## config.mk

```make
export PLATFORM = sky130hd
export DESIGN_NAME = sq_carry_serializer
export DESIGN_NICKNAME = d
export VERILOG_FILES = /design/src/rtl/msu_pkg.sv /design/src/rtl/sq_carry_serializer.sv
export SDC_FILE = /design/constraint.sdc
export NUM_CORES = 1
export LEC_CHECK = 0
export CAP_MARGIN = 20
export CORE_ASPECT_RATIO = 2
export CORE_MARGIN = 4
export CORE_UTILIZATION = 55
export CTS_BUF_LIST = sky130_fd_sc_hd__clkbuf_16
export DETAILED_ROUTE_END_ITERATION = 8
export HOLD_SLACK_MARGIN = 0.06
export MAX_ROUTING_LAYER = met4
export PLACE_DENSITY = 0.91
export SLEW_MARGIN = 25
export SYNTH_ARGS = -nofsm -noshare
export SYNTH_HDL_FRONTEND = slang
export SYNTH_SLANG_ARGS = --single-unit
```

## constraint.sdc

```tcl
create_clock -name clk_i -period 3.7 [get_ports clk_i]
set_input_delay 0.925 -clock clk_i [delete_from_list [all_inputs] [get_ports clk_i]]
set_output_delay 0.925 -clock clk_i [all_outputs]
set_load 0.05 [all_outputs]
```

## src/rtl/msu_pkg.sv

```systemverilog
// Shared widths and types for the modular squaring unit.
package msu_pkg;

    localparam int unsigned WordBits      = 16;
    localparam int unsigned SqSumBits     = 40;
    localparam int unsigned SqCarryBits   = SqSumBits - WordBits + 1;
    localparam int unsigned SqFlushDigits = (SqCarryBits + WordBits - 1) / WordBits;
    localparam int unsigned SqMaxCols     = 64;

    typedef enum logic {SQ_CS_RUN, SQ_CS_FLUSH} sq_cs_state_e;

endpackage

```

## src/rtl/sq_carry_serializer.sv

```systemverilog
// Serial carry propagation of squarer column sums into WordBits-wide digits.
// Optional checks and column counter: define SQ_CARRY_SERIALIZER_CHECK_EN.
module sq_carry_serializer #(
    parameter int unsigned WordBits = msu_pkg::WordBits,
    parameter int unsigned SumBits  = msu_pkg::SqSumBits
) (
    input  logic                clk_i,
    input  logic                rst_ni,
    input  logic                valid_i,
    output logic                ready_o,
    input  logic [SumBits-1:0]  sum_i,
    input  logic                last_i,
    output logic                valid_o,
    input  logic                ready_i,
    output logic [WordBits-1:0] digit_o,
    output logic                last_o
);

    localparam int unsigned CarryBits   = SumBits - WordBits + 1;
    localparam int unsigned FlushDigits = (CarryBits + WordBits - 1) / WordBits;
    localparam int unsigned CntBits     = $clog2(FlushDigits + 1);

    msu_pkg::sq_cs_state_e state_q, state_d;
    logic [CarryBits-1:0]  carry_q, carry_d, carry_in;
    logic [CntBits-1:0]    cnt_q, cnt_d;
    logic                  valid_q, valid_d;
    logic [WordBits-1:0]   digit_q, digit_d;
    logic                  last_q, last_d;
    logic [SumBits:0]      sum_t;
    logic                  free;
    logic                  run_ok;
    logic                  accept;

    // Output register is free when empty or being drained this cycle.
    assign free = !valid_q || ready_i;

    // The final flush beat being accepted reopens the input in the same cycle.
    assign run_ok  = (state_q == msu_pkg::SQ_CS_RUN) ||
                     (cnt_q == '0 && valid_q && ready_i);
    assign ready_o = free && run_ok;
    assign accept  = valid_i && ready_o;

    assign carry_in = (state_q == msu_pkg::SQ_CS_RUN) ? carry_q : '0;
    assign sum_t    = (SumBits+1)'(sum_i) + (SumBits+1)'(carry_in);

    always_ff @(posedge clk_i or negedge rst_ni) begin
        if (!rst_ni) begin
            state_q <= msu_pkg::SQ_CS_RUN;
            carry_q <= '0;
            cnt_q   <= '0;
            valid_q <= 1'b0;
            digit_q <= '0;
            last_q  <= 1'b0;
        end else begin
            state_q <= state_d;
            carry_q <= carry_d;
            cnt_q   <= cnt_d;
            valid_q <= valid_d;
            digit_q <= digit_d;
            last_q  <= last_d;
        end
    end

    always_comb begin
        state_d = state_q;
        carry_d = carry_q;
        cnt_d   = cnt_q;
        valid_d = valid_q;
        digit_d = digit_q;
        last_d  = last_q;

        case (state_q)
            msu_pkg::SQ_CS_RUN: begin
                if (free) valid_d = 1'b0;
            end
            msu_pkg::SQ_CS_FLUSH: begin
                if (cnt_q != '0) begin
                    if (free) begin
                        digit_d = WordBits'(carry_q);
                        carry_d = carry_q >> WordBits;
                        cnt_d   = cnt_q - CntBits'(1);
                        last_d  = (cnt_q == CntBits'(1));
                        valid_d = 1'b1;
                    end
                end else if (free) begin
                    state_d = msu_pkg::SQ_CS_RUN;
                    carry_d = '0;
                    valid_d = 1'b0;
                    last_d  = 1'b0;
                end
            end
            default: state_d = msu_pkg::SQ_CS_RUN;
        endcase

        // Column load overrides the drain above; it shares the freed register.
        if (accept) begin
            digit_d = sum_t[WordBits-1:0];
            carry_d = sum_t[SumBits:WordBits];
            valid_d = 1'b1;
            last_d  = 1'b0;
            if (last_i) begin
                state_d = msu_pkg::SQ_CS_FLUSH;
                cnt_d   = CntBits'(FlushDigits);
            end else begin
                state_d = msu_pkg::SQ_CS_RUN;
            end
        end
    end

    assign valid_o = valid_q;
    assign digit_o = digit_q;
    assign last_o  = last_q;

`ifdef SQ_CARRY_SERIALIZER_CHECK_EN
    localparam int unsigned ColBits = $clog2(msu_pkg::SqMaxCols + 1);

    logic [ColBits-1:0] col_cnt_q;

    // Columns accepted so far in the current frame.
    always_ff @(posedge clk_i or negedge rst_ni) begin
        if (!rst_ni) begin
            col_cnt_q <= '0;
        end else if (accept) begin
            col_cnt_q <= last_i ? '0 : col_cnt_q + ColBits'(1);
        end
    end

    a_valid_hold: assert property (@(posedge clk_i) disable iff (!rst_ni)
        valid_i && !ready_o |=> valid_i);
    a_input_stable: assert property (@(posedge clk_i) disable iff (!rst_ni)
        valid_i && !ready_o |=> $stable(sum_i) && $stable(last_i));
    a_output_stable: assert property (@(posedge clk_i) disable iff (!rst_ni)
        valid_o && !ready_i |=> valid_o && $stable(digit_o) && $stable(last_o));
    a_carry_clear: assert property (@(posedge clk_i) disable iff (!rst_ni)
        state_q == msu_pkg::SQ_CS_FLUSH && cnt_q == '0 |-> carry_q == '0);
    a_max_cols: assert property (@(posedge clk_i) disable iff (!rst_ni)
        accept |-> 32'(col_cnt_q) < msu_pkg::SqMaxCols);
`endif

endmodule

```

==> summary.txt, run 1 <==
Setup path
  • WP buf/inv: 1
  • Cells along the critical path: buf_4 -> nor2b_1 -> ha_1 -> a21oi_1 -> a2bb2oi_1 -> a31oi_1 -> a221o_1 -> o21ai_0 -> xor2_1 -> o21ai_1
  • Slowest-stage cell, CP: dfrtp_1
  • Setup crit end kind: flop
  • Delay-heaviest family, CP: compound AO/OA/AOI/OAI gates
  • Data required time at the worst endpoint: 3.86 ns
  • Worst setup SP type: flop
  • Worst EP arrival: 3.51 ns
  • Max FO, Critical Path: 11
  • FF-to-FF Start: state_q
  • Crit Path Class: flop to flop
  • CP Launch Point: state_q
  • Biggest cell delay along the critical path: 0.53 ns

STA
  • Fin. Hold Viols: 0
  • Final worst setup slack: 0.347 ns
  • Tmin final: 3.35 ns
  • Pins Over Slew Limit: 0
  • Setup TNS: 0 ns
  • Layout Skew: 0.00636 ns
  • Setup violators final: 0
  • Crit share post-route: 90.6%
  • Fmax: 298 MHz
  • Worst-Margin Slew: 1.02 ns
  • RSZ-0062 raised after global routing: false
  • Relative slew slack: 31.7%

Floorplan
  • Core outline area: 0.00699 mm²
  • Die height: 129 µm
  • Initial Util: 57.2%
  • Rows: 43
  • Die W: 68.3 µm
  • DIE AREA: 0.00878 mm²
  • Ports: 64

Finish
  • Commonest non-fill, non-tap cell in the layout: nand2_1
  • Multi-input gate area: 0.00271 mm²
  • Share of layout cells above drive strength 1: 9.58%
  • N_diodes: 0
  • Fillers: 526
  • Most frequent cells in the layout: nand2_1, clkdlybuf4s50_1, o21ai_0, dfrtp_1, a21oi_1
  • Final nets: 615
  • Sequential cell area: 0.00115 mm²
  • Area growth syn-to-layout: 23.5%

Clock tree
  • # H-tree levels: 2
  • CTS root buf: clkbuf_16
  • Post-cts sizing count: 0
  • Worst-Skew Late Latency: 0.29 ns
  • Clock Path Buffers: 2
  • Hold Buf Count CTS: 0
  • Setup Fix Bufs, Post-CTS: 0
  • Number of clock sinks: 46
  • Total CTS buffers: 5
  • Worst-path clk slew: 0.07 ns
  • CTS tree: yes

Drt
  • Drt via density: 6.41
  • WL final: 12.2 mm
  • DRT Pass-1 Iters: 5
  • Mean routed wirelength per cell: 19.3 µm
  • DRT iter0 DRCs: 336
  • Via count: 4055
  • Drc violations: 0
  • Post-route ant nets: 0

Hold path
  • Hold Startpoint: carry_q[24]
  • Min-Delay Path Class: flop to flop

Yosys
  • Synth Register Bits: 46
  • Synth warnings: 0
  • Number of synthesized flops with an enable pin: 0
  • Synth unique cells: 65
  • Post-synthesis sequential area ratio: 28.8%
  • Syn Nets: 548
  • Synth async-reset ratio: 100%
  • Mapped Area: 0.00400 mm²
  • Avg Inst Size Synth: 8.42 µm²
  • Prevailing post-synth register cell: dfrtp_1
  • Synthesized instance count: 475

Global routing
  • Largest net degree at the start of global routing: 47
  • Global-route wire length before repair: 19.2 mm
  • Vias in the first global route: 4053
  • Initial antenna violation count: 0
  • Total GRT Usage: 29.6%
  • GRT overflow: 0

Power and ir drop
  • Leak Pwr: 2.07 nW
  • Reg power frac: 25.6%
  • Net switching power figure: 1.76 mW
  • Int Power: 1.84 mW
  • Worst vdd ir: 0.000423 V
  • Gate power share: 61.6%
  • Power density over the cells: 728 mW/mm²
  • Clock power frac: 12.8%
  • Switch share: 48.9%

Status
  • Run status: finished clean

Place
  • Port bufs: 63
  • Post-DP HPWL: 9.61 mm
  • Placer Congestion: 0.983
  • DP Worst Slack: 0.0833 ns

Flow run
  • Max Cap Viol: 0
==> synthesized netlist by cell type, types with 2 or more instances <==
library cell  instances  share of area [%]
and2_1                2               0.31
o21ai_0              46                5.8
a211oi_1              5               0.94
nor3_4                2               0.81
and3_1                5               0.78
nand2_2               2               0.31
dfrtp_1              46                 29
nand2b_1              3               0.47
o21a_1                2               0.38
ha_1                 27                8.4
a31oi_1               3               0.47
buf_2                 3               0.38
a21o_1                6                1.1
clkbuf_1             15                1.4
nand2_1              68                6.4
o2111ai_1             3               0.66
nor3_1                4               0.50
a21oi_2               3               0.66
a221o_1               4                1.0
mux2_2                2               0.56
xnor2_1              14                3.1
or4_1                 4               0.75
nor2b_1              25                3.9
nand4_1               3               0.47
o211ai_1              8                1.5
nor3b_1               3               0.56
inv_1                12                1.1
a22oi_1              10                1.9
nor2_1               18                1.7
buf_6                 2               0.56
xor2_1               16                3.5
a21boi_0              2               0.38
a211oi_2              2               0.63
nand3b_1              3               0.56
a21oi_1              31                3.9
a32oi_1               3               0.66
mux2i_1              14                3.5
o311ai_0              2               0.44
nand3_1              16                2.0
o21ai_1              10                1.3
a221oi_2              2               0.75
==> final cells by class <==
cell class | instances | share of cell area [%]
Clock inverter | 3 | 0.507
Sequential cell | 46 | 23.3
Timing Repair Buffer | 81 | 15.7
Inverter | 12 | 0.912
Tap cell | 90 | 2.28
Clock buffer | 5 | 2.53
Multi-Input combinational cell | 396 | 54.8
==> logic make-up after synthesis <==
logic type,synth area share [%]
AOI/OAI and AO/OA,26.5
xor gates and xnor gates,6.57
adders and majority gates,8.95
buffers and inverters,3.57
DFF,28.8
muxes,4.07
and+or+nand+nor,21.6
==> power groups by stage <==
stage / Combinational [mW] / Clock (mW) / Sequential [mW]
finish: 2.21 / 0.462 / 0.921
global placement: 2.13 / 0 / 0.907
floorplan: 1.24 / 0 / 1.14
detailed placement: 2.18 / 0 / 0.918
global route: 2.38 / 0.483 / 0.938
CTS: 2.19 / 0.461 / 0.914
==> per-stage QoR <==
stage               hold WS [ns]  std cells  util (%)  instance area, µm²  total power, mW
finish                     0.498        633      70.6                4940             3.60
global route               0.550        633      70.6                4940             3.80
CTS                        0.498        633      70.6                4940             3.56
detailed placement         0.482        625      68.4                4790             3.09
global placement           0.480        625      68.4                4790             3.04
floorplan                  0.453        475         -                4000             2.38
==> layer usage <==
metal	track usage, %	up-vias	share of wire [%]
met3	3.49	69	4.4
met1	29.2	1914	34
met5	-	-	0
li1	-	1872	-
met4	19.8	0	7.9
met2	51.9	200	54
==> final timing paths <==
check / endpoint / slack [ns] / cells past startpoint
worst max-delay path: carry_q[14] / 0.35 / 10
worst min-delay path: carry_q[24] / 0.50 / 2
worst max register to register: carry_q[14] / 0.35 / 10
worst min register to register: carry_q[24] / 0.50 / 2
max in group asynchronous: carry_q[6] / 2.66 / 1
min in group asynchronous: digit_o[1] / 0.63 / 1
==> registers in the layout, indices dropped and copies added (netlist names) <==
register  cells
cnt_q         2
carry_q      25
digit_o      16
state_q       1
valid_o       1
last_o        1
==> worst min-delay path, delay by kind of cell, from the launching register on <==
family	cells	cell delay [ns]
and+or+nand+nor	2	0.10
DFF	1	0.37
Note: power is estimated with default switching activity, not from simulation.
==> run 2: changes to the inputs <==
--- a/config.mk
+++ b/config.mk
@@ -5,7 +5,6 @@
 export SDC_FILE = /design/constraint.sdc
 export NUM_CORES = 1
 export LEC_CHECK = 0
-export CAP_MARGIN = 20
 export CORE_ASPECT_RATIO = 2
 export CORE_MARGIN = 4
 export CORE_UTILIZATION = 55
@@ -14,6 +13,7 @@
 export HOLD_SLACK_MARGIN = 0.06
 export MAX_ROUTING_LAYER = met4
 export PLACE_DENSITY = 0.91
+export REMOVE_ABC_BUFFERS = 1
 export SLEW_MARGIN = 25
 export SYNTH_ARGS = -nofsm -noshare
 export SYNTH_HDL_FRONTEND = slang
==> run 2 against run 1 <==
  * Die area stayed put
  * Register-to-register slack better by 0.24 ns
  * First-iteration DRC count decreased by 29%
  * Largest cell class unchanged
==> summary.txt, run 2 (same netlist as run 1, synthesis figures left out) <==
Setup path
  • Data required time at the worst endpoint: 3.88 ns (was 3.86 ns)
  • Worst EP arrival: 3.46 ns (was 3.51 ns)
  • Max FO, Critical Path: 3 (was 11)
  • FF-to-FF End: carry_q[19] (was carry_q[14])
  • R2R depth: 11 (was 10)
  • Slowest-stage cell, CP: fa_1 (was dfrtp_1)
  • Worst setup SP type: input port (was flop)
  • Crit Path Class: input port to flop (was flop to flop)
  • CP Launch Point: sum_i[0] (was state_q)
  • Setup crit end kind: flop (unchanged)
  • FF-to-FF Start: state_q (unchanged)
  • Cells along the critical path: clkdlybuf4s50_1 -> ha_1 -> fa_1 -> a21oi_1 -> o22ai_1 -> a2111oi_4 -> a21oi_2 -> a31oi_4 -> mux2i_1 -> a221o_1 (was buf_4 -> nor2b_1 -> ha_1 -> a21oi_1 -> a2bb2oi_1 -> a31oi_1 -> a221o_1 -> o21ai_0 -> xor2_1 -> o21ai_1)
  • R2R Setup Slk: 0.59 ns (was 0.35 ns)
  • Biggest cell delay along the critical path: 0.44 ns (was 0.53 ns)

Clock tree
  • Total CTS buffers: 5 (unchanged)
  • Hold Buf Count CTS: 0 (unchanged)
  • Worst-Skew Late Latency: 0.30 ns (was 0.29 ns)
  • Clock Path Buffers: 2 (unchanged)
  • Number of clock sinks: 46 (unchanged)
  • Setup Fix Bufs, Post-CTS: 0 (unchanged)
  • # H-tree levels: 2 (unchanged)
  • CTS tree: yes (unchanged)
  • CTS root buf: clkbuf_16 (unchanged)
  • Worst-path clk slew: 0.07 ns (about the same)
  • Post-cts sizing count: 0 (unchanged)

Floorplan
  • Die height: 129 µm (unchanged)
  • Rows: 43 (unchanged)
  • Core outline area: 0.00699 mm² (unchanged)
  • Die W: 68.3 µm (unchanged)
  • Initial Util: 57.2% (unchanged)
  • Ports: 64 (unchanged)
  • DIE AREA: 0.00878 mm² (unchanged)

Place
  • Placer Congestion: 0.997 (was 0.983)
  • Post-DP HPWL: 9.54 mm (was 9.61 mm)
  • DP Cell Count: 626 (was 625)
  • DP Worst Slack: 0.103 ns (was 0.0833 ns)
  • Placed Area: 0.00481 mm² (was 0.00479 mm²)
  • Port bufs: 63 (unchanged)

STA
  • Setup violators final: 0 (unchanged)
  • Worst-Margin Slew: 0.645 ns (was 1.02 ns)
  • WHS: 0.518 ns (was 0.498 ns)
  • Crit share post-route: 88.6% (was 90.6%)
  • Tmin final: 3.28 ns (was 3.35 ns)
  • Fmax: 305 MHz (was 298 MHz)
  • RSZ-0062 raised after global routing: false (unchanged)
  • Layout Skew: 0.0103 ns (was 0.00636 ns)
  • Pins Over Slew Limit: 0 (unchanged)
  • Relative slew slack: 57.0% (was 31.7%)
  • Final worst setup slack: 0.423 ns (was 0.347 ns)
  • Fin. Hold Viols: 0 (unchanged)
  • Setup TNS: 0 ns (unchanged)

Drt
  • WL final: 12.2 mm (about the same)
  • Via count: 3894 (was 4055)
  • Drt via density: 6.14 (was 6.41)
  • DRT Pass-1 Iters: 5 (unchanged)
  • Post-route ant nets: 0 (unchanged)
  • Mean routed wirelength per cell: 19.3 µm (about the same)
  • DRT iter0 DRCs: 239 (was 336)
  • Drc violations: 0 (unchanged)

Finish
  • Commonest non-fill, non-tap cell in the layout: nand2_1 (unchanged)
  • Final nets: 616 (was 615)
  • Fillers: 565 (was 526)
  • Most frequent cells in the layout: nand2_1, clkdlybuf4s50_1, o21ai_0, dfrtp_1, a21oi_1 (unchanged)
  • Most flops, register: carry_q (unchanged)
  • N_diodes: 0 (unchanged)
  • Number of flip-flops in the largest register: 25 (unchanged)
  • Layout Cells excl Fill: 634 (was 633)
  • Area growth syn-to-layout: 25.0% (was 23.5%)
  • Share of layout cells above drive strength 1: 9.56% (was 9.58%)
  • Core Util, Final: 71.5% (was 70.6%)
  • Cell area after layout: 0.00500 mm² (was 0.00494 mm²)

Hold path
  • Hold path cells: 2 (unchanged)
  • Hold Startpoint: carry_q[20] (was carry_q[24])
  • Min-Delay Path Class: flop to flop (unchanged)
  • Worst Hold End: carry_q[20] (was carry_q[24])

Global routing
  • Initial antenna violation count: 0 (unchanged)
  • Vias in the first global route: 4169 (was 4053)
  • GRT overflow: 0 (unchanged)
  • Total GRT Usage: 30.6% (was 29.6%)
  • Global-route wire length before repair: 19.7 mm (was 19.2 mm)
  • Largest net degree at the start of global routing: 47 (unchanged)

Flow run
  • Max Cap Viol: 0 (unchanged)

Power and ir drop
  • Worst vdd ir: 0.000498 V (was 0.000423 V)
  • Power density over the cells: 739 mW/mm² (was 728 mW/mm²)
  • Power Total: 3.70 mW (was 3.60 mW)
  • Leak Pwr: 2.09 nW (was 2.07 nW)

Status
  • Run status: finished clean (unchanged)
run 2: worst max-delay path, delay by kind of cell:
| kind | cells | cell delay [ns] |
|---|---|---|
| AO/OA/AOI/OAI | 6 | 1.35 |
| buffers and inverters | 1 | 0.41 |
| multiplexers | 1 | 0.10 |
| adder cells (fa/ha/maj) | 2 | 0.69 |
run 2: how the worst max path moves through the flow:
stage	to	slack (ns)	depth (start not counted)
after floorplan	carry_q[5]	0.30	6
after global placement	carry_q[16]	0.14	10
after detailed placement	carry_q[16]	0.10	10
after CTS	carry_q[16]	0.41	10
after global routing	carry_q[16]	0.31	10
final	carry_q[16]	0.42	10
run 2: area by class of cell:
class,count,area [µm²],share of cell area (%)
well taps,90,113,2.25
clock inverters,3,63.8,1.28
flip-flops and latches,46,1150,23.0
inverters,12,45.0,0.901
repair buffers,82,793,15.9
multi-input cells,396,2710,54.2
clock buffers,5,125,2.50
run 2: metal layers:
| metal | vias up | wire length (µm) | GRT usage, % |
|---|---|---|---|
| li1 | 1870 | - | - |
| met1 | 1879 | 4280 | 29.9 |
| met2 | 111 | 7030 | 56.8 |
| met3 | 34 | 376 | 3.14 |
| met4 | 0 | 520 | 15.1 |
| met5 | - | 0 | - |
run 2: report_power, final:
group | total [mW] | switching (mW) | internal (mW)
registers | 0.904 | 0.182 | 0.723
clock network | 0.595 | 0.209 | 0.385
logic | 2.20 | 1.33 | 0.867
